$ cat src/rtl/fir_stream_sequencer.sv
// rtl/fir_stream_sequencer.sv - Wishbone-configured sequencer moving BRAM samples through the FIR stream ports
module fir_stream_sequencer #(
    parameter int ADDR_W = 12,
    parameter int LEN_W  = 12
) (
    input  logic              wb_clk_i,
    input  logic              wb_rst_i,
    input  logic              wbs_cyc_i,
    input  logic              wbs_stb_i,
    input  logic              wbs_we_i,
    input  logic [7:0]        wbs_adr_i,
    input  logic [31:0]       wbs_dat_i,
    output logic              wbs_ack_o,
    output logic [31:0]       wbs_dat_o,
    output logic              mem_en,
    output logic [3:0]        mem_we,
    output logic [ADDR_W-1:0] mem_addr,
    output logic [31:0]       mem_wdata,
    input  logic [31:0]       mem_rdata,
    output logic              ss_tvalid,
    output logic [31:0]       ss_tdata,
    output logic              ss_tlast,
    input  logic              ss_tready,
    input  logic              sm_tvalid,
    input  logic [31:0]       sm_tdata,
    input  logic              sm_tlast,
    output logic              sm_tready,
    output logic              busy
);
    typedef enum logic [1:0] {S_IDLE, S_RUN, S_FINISH} state_t;
    state_t state_q, state_d;

    logic [LEN_W-1:0]  len_q, rd_cnt, wr_cnt, len_m1;
    logic [ADDR_W-1:0] src_q, dst_q;
    logic              done_q, err_q;
    logic              rd_pend, rd_pend_last;
    logic              buf_valid, buf_last;
    logic [31:0]       buf_data;
    logic              wb_req, wb_wr, ctrl_wr, start, abort;
    logic              run, wr_fire, rd_issue;
    logic [31:0]       rd_mux;
    logic              unused_dat;

    assign unused_dat = &{1'b0, wbs_dat_i};

    // A request is taken only on the cycle before ack, so ack never repeats back to back
    assign wb_req  = wbs_cyc_i & wbs_stb_i & ~wbs_ack_o;
    assign wb_wr   = wb_req & wbs_we_i;
    assign ctrl_wr = wb_wr && (wbs_adr_i == 8'h00);
    assign start   = ctrl_wr & wbs_dat_i[0];
    assign abort   = ctrl_wr & wbs_dat_i[4];

    assign run       = (state_q == S_RUN);
    assign busy      = (state_q != S_IDLE);
    assign len_m1    = len_q - 1'b1;
    assign sm_tready = run && (wr_cnt < len_q);
    assign wr_fire   = sm_tvalid && sm_tready;
    assign rd_issue  = run && (rd_cnt < len_q) && !rd_pend && !buf_valid && !wr_fire;
    assign ss_tvalid = run && buf_valid;
    assign ss_tdata  = buf_data;
    assign ss_tlast  = buf_last;

    // Single BRAM port: result writes always win, a blocked read simply retries
    always_comb begin
        mem_en    = 1'b0;
        mem_we    = 4'h0;
        mem_addr  = '0;
        mem_wdata = '0;
        if (wr_fire) begin
            mem_en    = 1'b1;
            mem_we    = 4'hF;
            mem_addr  = dst_q + ADDR_W'(wr_cnt);
            mem_wdata = sm_tdata;
        end else if (rd_issue) begin
            mem_en   = 1'b1;
            mem_addr = src_q + ADDR_W'(rd_cnt);
        end
    end

    always_comb begin
        state_d = state_q;
        case (state_q)
            S_IDLE:   if (start) state_d = (len_q == '0) ? S_FINISH : S_RUN;
            S_RUN:    if (wr_cnt == len_q) state_d = S_FINISH;
            S_FINISH: state_d = S_IDLE;
            default:  state_d = S_IDLE;
        endcase
        if (abort) state_d = S_IDLE;
    end

    always_comb begin
        rd_mux = '0;
        case (wbs_adr_i)
            8'h00:   rd_mux = {27'd0, 1'b0, err_q, (state_q == S_IDLE), done_q, 1'b0};
            8'h04:   rd_mux = 32'(len_q);
            8'h08:   rd_mux = 32'(src_q);
            8'h0C:   rd_mux = 32'(dst_q);
            8'h10:   rd_mux = 32'(wr_cnt);
            default: rd_mux = '0;
        endcase
    end

    always_ff @(posedge wb_clk_i) begin
        if (wb_rst_i) begin
            state_q      <= S_IDLE;
            wbs_ack_o    <= 1'b0;
            wbs_dat_o    <= '0;
            len_q        <= '0;
            src_q        <= '0;
            dst_q        <= '0;
            done_q       <= 1'b0;
            err_q        <= 1'b0;
            rd_cnt       <= '0;
            wr_cnt       <= '0;
            rd_pend      <= 1'b0;
            rd_pend_last <= 1'b0;
            buf_valid    <= 1'b0;
            buf_last     <= 1'b0;
            buf_data     <= '0;
        end else begin
            state_q   <= state_d;
            wbs_ack_o <= wb_req;
            wbs_dat_o <= (wb_req && !wbs_we_i) ? rd_mux : 32'd0;

            if (wb_wr && (state_q == S_IDLE)) begin
                case (wbs_adr_i)
                    8'h04:   len_q <= wbs_dat_i[LEN_W-1:0];
                    8'h08:   src_q <= wbs_dat_i[ADDR_W-1:0];
                    8'h0C:   dst_q <= wbs_dat_i[ADDR_W-1:0];
                    default: ;
                endcase
            end
            if (ctrl_wr && wbs_dat_i[1]) done_q <= 1'b0;
            if (ctrl_wr && wbs_dat_i[3]) err_q <= 1'b0;
            if ((state_q == S_FINISH) && !abort) done_q <= 1'b1;

            rd_pend <= rd_issue;
            if (rd_issue) begin
                rd_cnt       <= rd_cnt + 1'b1;
                rd_pend_last <= (rd_cnt == len_m1);
            end
            if (rd_pend) begin
                buf_valid <= 1'b1;
                buf_data  <= mem_rdata;
                buf_last  <= rd_pend_last;
            end else if (ss_tvalid && ss_tready) begin
                buf_valid <= 1'b0;
            end

            if (wr_fire) begin
                wr_cnt <= wr_cnt + 1'b1;
                if (sm_tlast != (wr_cnt == len_m1)) err_q <= 1'b1;
            end

            if ((state_q == S_IDLE) && start && !abort) begin
                rd_cnt    <= '0;
                wr_cnt    <= '0;
                rd_pend   <= 1'b0;
                buf_valid <= 1'b0;
                err_q     <= 1'b0;
            end
            // Abort discards an in-flight read so stale data never reaches the buffer
            if (abort) begin
                rd_pend   <= 1'b0;
                buf_valid <= 1'b0;
            end
        end
    end
endmodule

$ cat config.mk
export PLATFORM = sky130hd
export DESIGN_NAME = fir_stream_sequencer
export DESIGN_NICKNAME = d
export VERILOG_FILES = /design/src/rtl/fir_stream_sequencer.sv
export SDC_FILE = /design/constraint.sdc
export NUM_CORES = 1
export LEC_CHECK = 0
export BUFFER_PORTS_ARGS = -buffer_cell sky130_fd_sc_hd__clkbuf_2
export CORE_UTILIZATION = 56
export DETAILED_ROUTE_END_ITERATION = 10
export GPL_TIMING_DRIVEN = 0
export PLACE_DENSITY = 0.85
export SYNTH_ARGS = -nofsm -noshare
export SYNTH_HDL_FRONTEND = slang
export SYNTH_SLANG_ARGS = --single-unit
$ cat constraint.sdc
create_clock -name wb_clk_i -period 11.1 [get_ports wb_clk_i]
set_clock_uncertainty 0.1 [all_clocks]
set_input_delay 2.775 -clock wb_clk_i [delete_from_list [all_inputs] [get_ports wb_clk_i]]
set_output_delay 2.775 -clock wb_clk_i [all_outputs]
set_load 0.05 [all_outputs]
---- Yosys cells after proc, flatten, opt, wreduce, memory -nomap -nowiden ----
Cells that the tools add are included.
word-level totals
  register bits ........................... 133
  input port bits ......................... 112
  logic and storage cells ................. 94
operators by class
  $add $sub $neg .......................... 5
  $lt $le $gt $ge ......................... 2
  equal/unequal tests ..................... 12
  multiplexer cells ....................... 18
  bitwise gates (word level) .............. 7
  reduce and logical (&&, ||, !) cells .... 35
operator list
  operator                                              count
  one-hot mux 12 bit (5 select lines)                   1
  equality test 12 bit                                  3
  two-way mux 32 bit                                    1
  adder 12 x 1 -> 12 bit (second input constant)        2
  adder 12 bit                                          2
  less-than comparator 12 bit                           2
  two-way mux 12 bit                                    2
  equality test 8 x 4 -> 1 bit (second input constant)  2
  logical AND 1 bit                                     16
  zero test 12 bit                                      1
  subtractor 12 x 1 -> 12 bit (second input constant)   1
  two-way mux 1 bit                                     9
  equality test 8 x 3 -> 1 bit (second input constant)  1
  equality test 8 x 5 -> 1 bit (second input constant)  1
  zero test 8 bit                                       1
  AND reduction 2 bit                                   4
  two-way mux 2 bit                                     3
  nonzero test 2 bit                                    3
  OR reduction 2 bit                                    3
  AND 1 bit                                             5
  zero test 1 bit                                       5
  two-way mux 4 bit                                     1
  one-hot mux 2 bit (2 select lines)                    1
  OR reduction 3 bit                                    1
  other kinds (7)                                       8

---- Depth between registers and ports, before layout ----
  depth in word-level cells ............... 8
  mapped depth ............................ 12
  depth with buffers taken out ............ 10

---- Least setup slack after synthesis ----
OpenSTA, ideal clock, no wires.
  path kind ............................... input port to output port
  from .................................... input port sm_tvalid
  to ...................................... output port mem_addr[3]
  arrival ................................. 4.857 ns
  path slack .............................. 3.368 ns
  cell stages on the path ................. 4
  buffers on the path ..................... 1
  path through ............................ nand3_2 inv_2 buf_2 o41ai_1
on the way
  word-level cells in the longest chain between the ends .. 5
RTL lines
  what                    RTL line  source
  start, declared         24        input logic sm_tvalid,
  logical AND 1 bit (*)   57        assign wr_fire = sm_tvalid && sm_tready;
  zero test 1 bit         58        assign rd_issue = run && (rd_cnt < len_q) && !rd_pend && !buf_valid && !wr_fire;
  logical AND 1 bit       58
  two-way mux 12 bit      74        end else if (rd_issue) begin
  two-way mux 12 bit (*)  69        if (wr_fire) begin
  end, declared           17        output logic [ADDR_W-1:0] mem_addr,
Every way passes the cells marked *; elsewhere a longest branch is shown, timed or not.

---- Final worst setup path ----
  from .................................... input port sm_tvalid
  to ...................................... output port mem_addr[3]
on the way
  word-level cells in the longest chain between the ends .. 5
RTL lines
  what                    RTL line  source
  logical AND 1 bit (*)   57
  via wr_fire             40        logic run, wr_fire, rd_issue;
  zero test 1 bit         58
  logical AND 1 bit       58
  two-way mux 12 bit      74
  two-way mux 12 bit (*)  69
Mark *: on every way through the listed nets, which the timed path passes. The rest lies on a longest branch.

==> reports/metrics.yaml <==
vias_per_cell: 5.67
seq_area_frac_synth_pct: 31.1
cts_resized: 0
status: "finished, final reports clean"
path_common_cell: "clkbuf_2"
worst_slew_pin_slew_ps: 707
cp-end-kind: "output port"
path_cells: "clkbuf_2 > nand3_2 > inv_2 > buf_4 > buf_2 > o211ai_1 > o41ai_1 > clkbuf_2"
dp.cells: 1219
synthCells: 840
h-tree-depth: 4
cts.clk_slew.worst_paths_ps: 60
grt_pass1_vias: 6392
crit_fanout: 13
required_ps: 8230
port_buffers: 188
cp.arrival_ps: 4330
ys_warn_count: 0
async_reset_ff_share_pct: 0
avgSynthCellArea_sq_um: 8.67
wl_um: 21400
cp_slowest_stage_delay_ps: 340
stdcell_count: 1251
min_path_type: "flop to flop"
overflow: 0
grt_pass1_wl_um: 32000
antenna_found_initial: 0
ir_worst_vdd_v: 0.0000998
via_count: 7091
critical_path_class: "input port to output port"
num_antenna_cells: 0
grt_setup_unrepaired: "no"
hold_viol: 0
drc_errors: 0
ctsHoldBuffers: 0
synth_cell_types: 67
tritoncts: "done"
fmax_mhz: 139
p_leak_nw: 4.11
report.final.slew_viol_count: 0
finalSetupViolCount: 0
startpoint_type: "input port"
root_buffer: "clkbuf_16"
drv_cap: 0
syn_to_final_growth_pct: 24.8
seqCellArea_sq_mm: 0.00226
nets: 1230
initial_utilization_pct: 57.5
grt_max_degree: 17
wl_per_cell_um: 17.1
max-clock-path-buffers: 2
drtIter0Drc: 718
powerDensity_mw_per_mm2: 109
rows: 41
dp_hpwl_um: 16100
gp_congestion: 0.931
slew_headroom_pct: 52.9
yosys_most_used_dff: "dfxtp_1"
clock-sinks: 113
core-area_sq_mm: 0.0127
netlist_area_sq_mm: 0.00728
antenna_left: 0
fillerInstances: 962
cp_slowest_cell: "clkbuf_2"
final.setup.tns_ps: 0
die_w_um: 116
grtUsageTotal_pct: 31.9
ys_ff_latch: 113
holdWs_ps: 365
finalCritPeriodShare_pct: 64.9
cts_buffers: 17
multi_input_area_sq_mm: 0.00458
dr.pass1.iters: 7
insertion_delay_ps: 420
fp.dieH_um: 116
postCtsSetupRepairBufs: 0
dieArea_sq_mm: 0.0135
post-route-min-period_ps: 7210
pin_count: 230
drive_gt1_share_pct: 25.7
synth_edf_count: 0
## cell usage in the layout (no fill, tap or decap), drive strengths merged, types with 20 or more instances in the layout
cell / n
nor2: 146
ha: 50
xor2: 22
nand2: 34
mux2i: 81
clkbuf: 236
xnor2: 43
inv: 30
a21oi: 21
conb: 20
o21ai: 24
and2: 34
buf: 44
dfxtp: 113
## Yosys cell counts (all sizes together) (2+ instances only)
cell | instances | area [sq um]
a211o | 2 | 17.5
a211oi | 3 | 22.5
a21boi | 2 | 15.0
a21o | 6 | 45.0
a21oi | 21 | 105
a221oi | 11 | 96.3
a31oi | 2 | 12.5
and2 | 34 | 213
and3 | 5 | 31.3
and4 | 5 | 43.8
buf | 44 | 295
clkbuf | 26 | 97.6
dfxtp | 113 | 2260
fa | 2 | 40.0
ha | 50 | 626
inv | 30 | 113
mux2i | 81 | 811
nand2 | 34 | 128
nand2b | 7 | 43.8
nand3 | 16 | 85.1
nand4 | 7 | 43.8
nand4b | 2 | 17.5
nor2 | 146 | 548
nor2b | 5 | 31.3
nor3 | 18 | 113
nor3b | 2 | 20.0
nor4 | 17 | 146
nor4b | 7 | 67.6
o211ai | 6 | 45.0
o21a | 3 | 22.5
o21ai | 24 | 120
o22ai | 9 | 56.3
o31a | 2 | 17.5
o41ai | 5 | 43.8
or2 | 2 | 12.5
or3 | 2 | 12.5
or4 | 5 | 45.0
xnor2 | 43 | 377
xnor3 | 4 | 90.1
xor2 | 22 | 193
## critical path, delay by kind of cell
| kind | cells | cell delay (ps) |
|---|---|---|
| AOI/OAI and AO/OA | 2 | 220 |
| buffers and inverters | 5 | 1120 |
| and+or+nand+nor | 1 | 220 |
## state kept, by name, summed over array words and instances (netlist names)
name          cells
wbs_dat_o        12
len_q            12
ss_tlast          1
ss_tdata         32
wr_cnt           12
done_q            1
rd_pend           1
state_q           2
buf_valid         1
rd_pend_last      1
wbs_ack_o         1
rd_cnt           12
err_q             1
dst_q            12
src_q            12
## path summary, 6_finish.rpt
path | from | endpoint | slack (ps) | cells after the start
min reg2reg | err_q | err_q | 360 | 2
max | sm_tvalid | mem_addr[3] | 3890 | 8
max reg2reg | len_q[5] | wr_cnt[3] | 7670 | 12
min | err_q | err_q | 360 | 2
## stage by stage
step | util, % | setup slack [ps] | cell area, sq um | power (mW)
floorplan | - | 3370 | 7350 | 0.446
global placement | 67.1 | 3900 | 8510 | 0.468
detailed placement | 67.1 | 3870 | 8510 | 0.468
CTS | 71.7 | 3870 | 9080 | 0.992
global route | 71.7 | 3760 | 9080 | 1.02
finish | 71.7 | 3890 | 9080 | 0.990
## per-layer routing
| metal | vias to the layer above | global-route usage [%] | part of all wire (%) |
|---|---|---|---|
| met3 | 80 | 8.42 | 11 |
| met4 | 0 | 18.2 | 4.4 |
| met2 | 457 | 51.7 | 45 |
| met1 | 3208 | 38.4 | 40 |
| met5 | - | 0 | 0 |
| li1 | 3346 | - | - |
## where the power goes
group | internal, mW | leakage, nW | switching, mW
clock network | 0.340 | 0.284 | 0.190
logic | 0.0202 | 2.92 | 0.0342
registers | 0.406 | 0.910 | 0.000164
total | 0.766 | 4.11 | 0.224
## cells by family after synthesis
kind of cell    count (synthesis)  share of synthesized area (%)
buf+inv                       100                           6.94
flops                         113                           31.1
compound gates                107                           10.2
other cells                     1                         0.0515
mux                            81                           11.1
fa+ha+maj                      52                           9.14
simple gates                  317                           22.4
xor+xnor                       69                           9.06
## area by class of cell
type / count / area share, %
sequential: 113 / 24.9
clock buffer: 22 / 5.11
buffer: 70 / 4.33
inverter: 30 / 1.24
multi-input combinational: 646 / 50.5
clock inverter: 10 / 1.21
tap: 172 / 2.37
timing repair buffer: 188 / 10.4
Note: power is estimated with default switching activity, not from simulation.
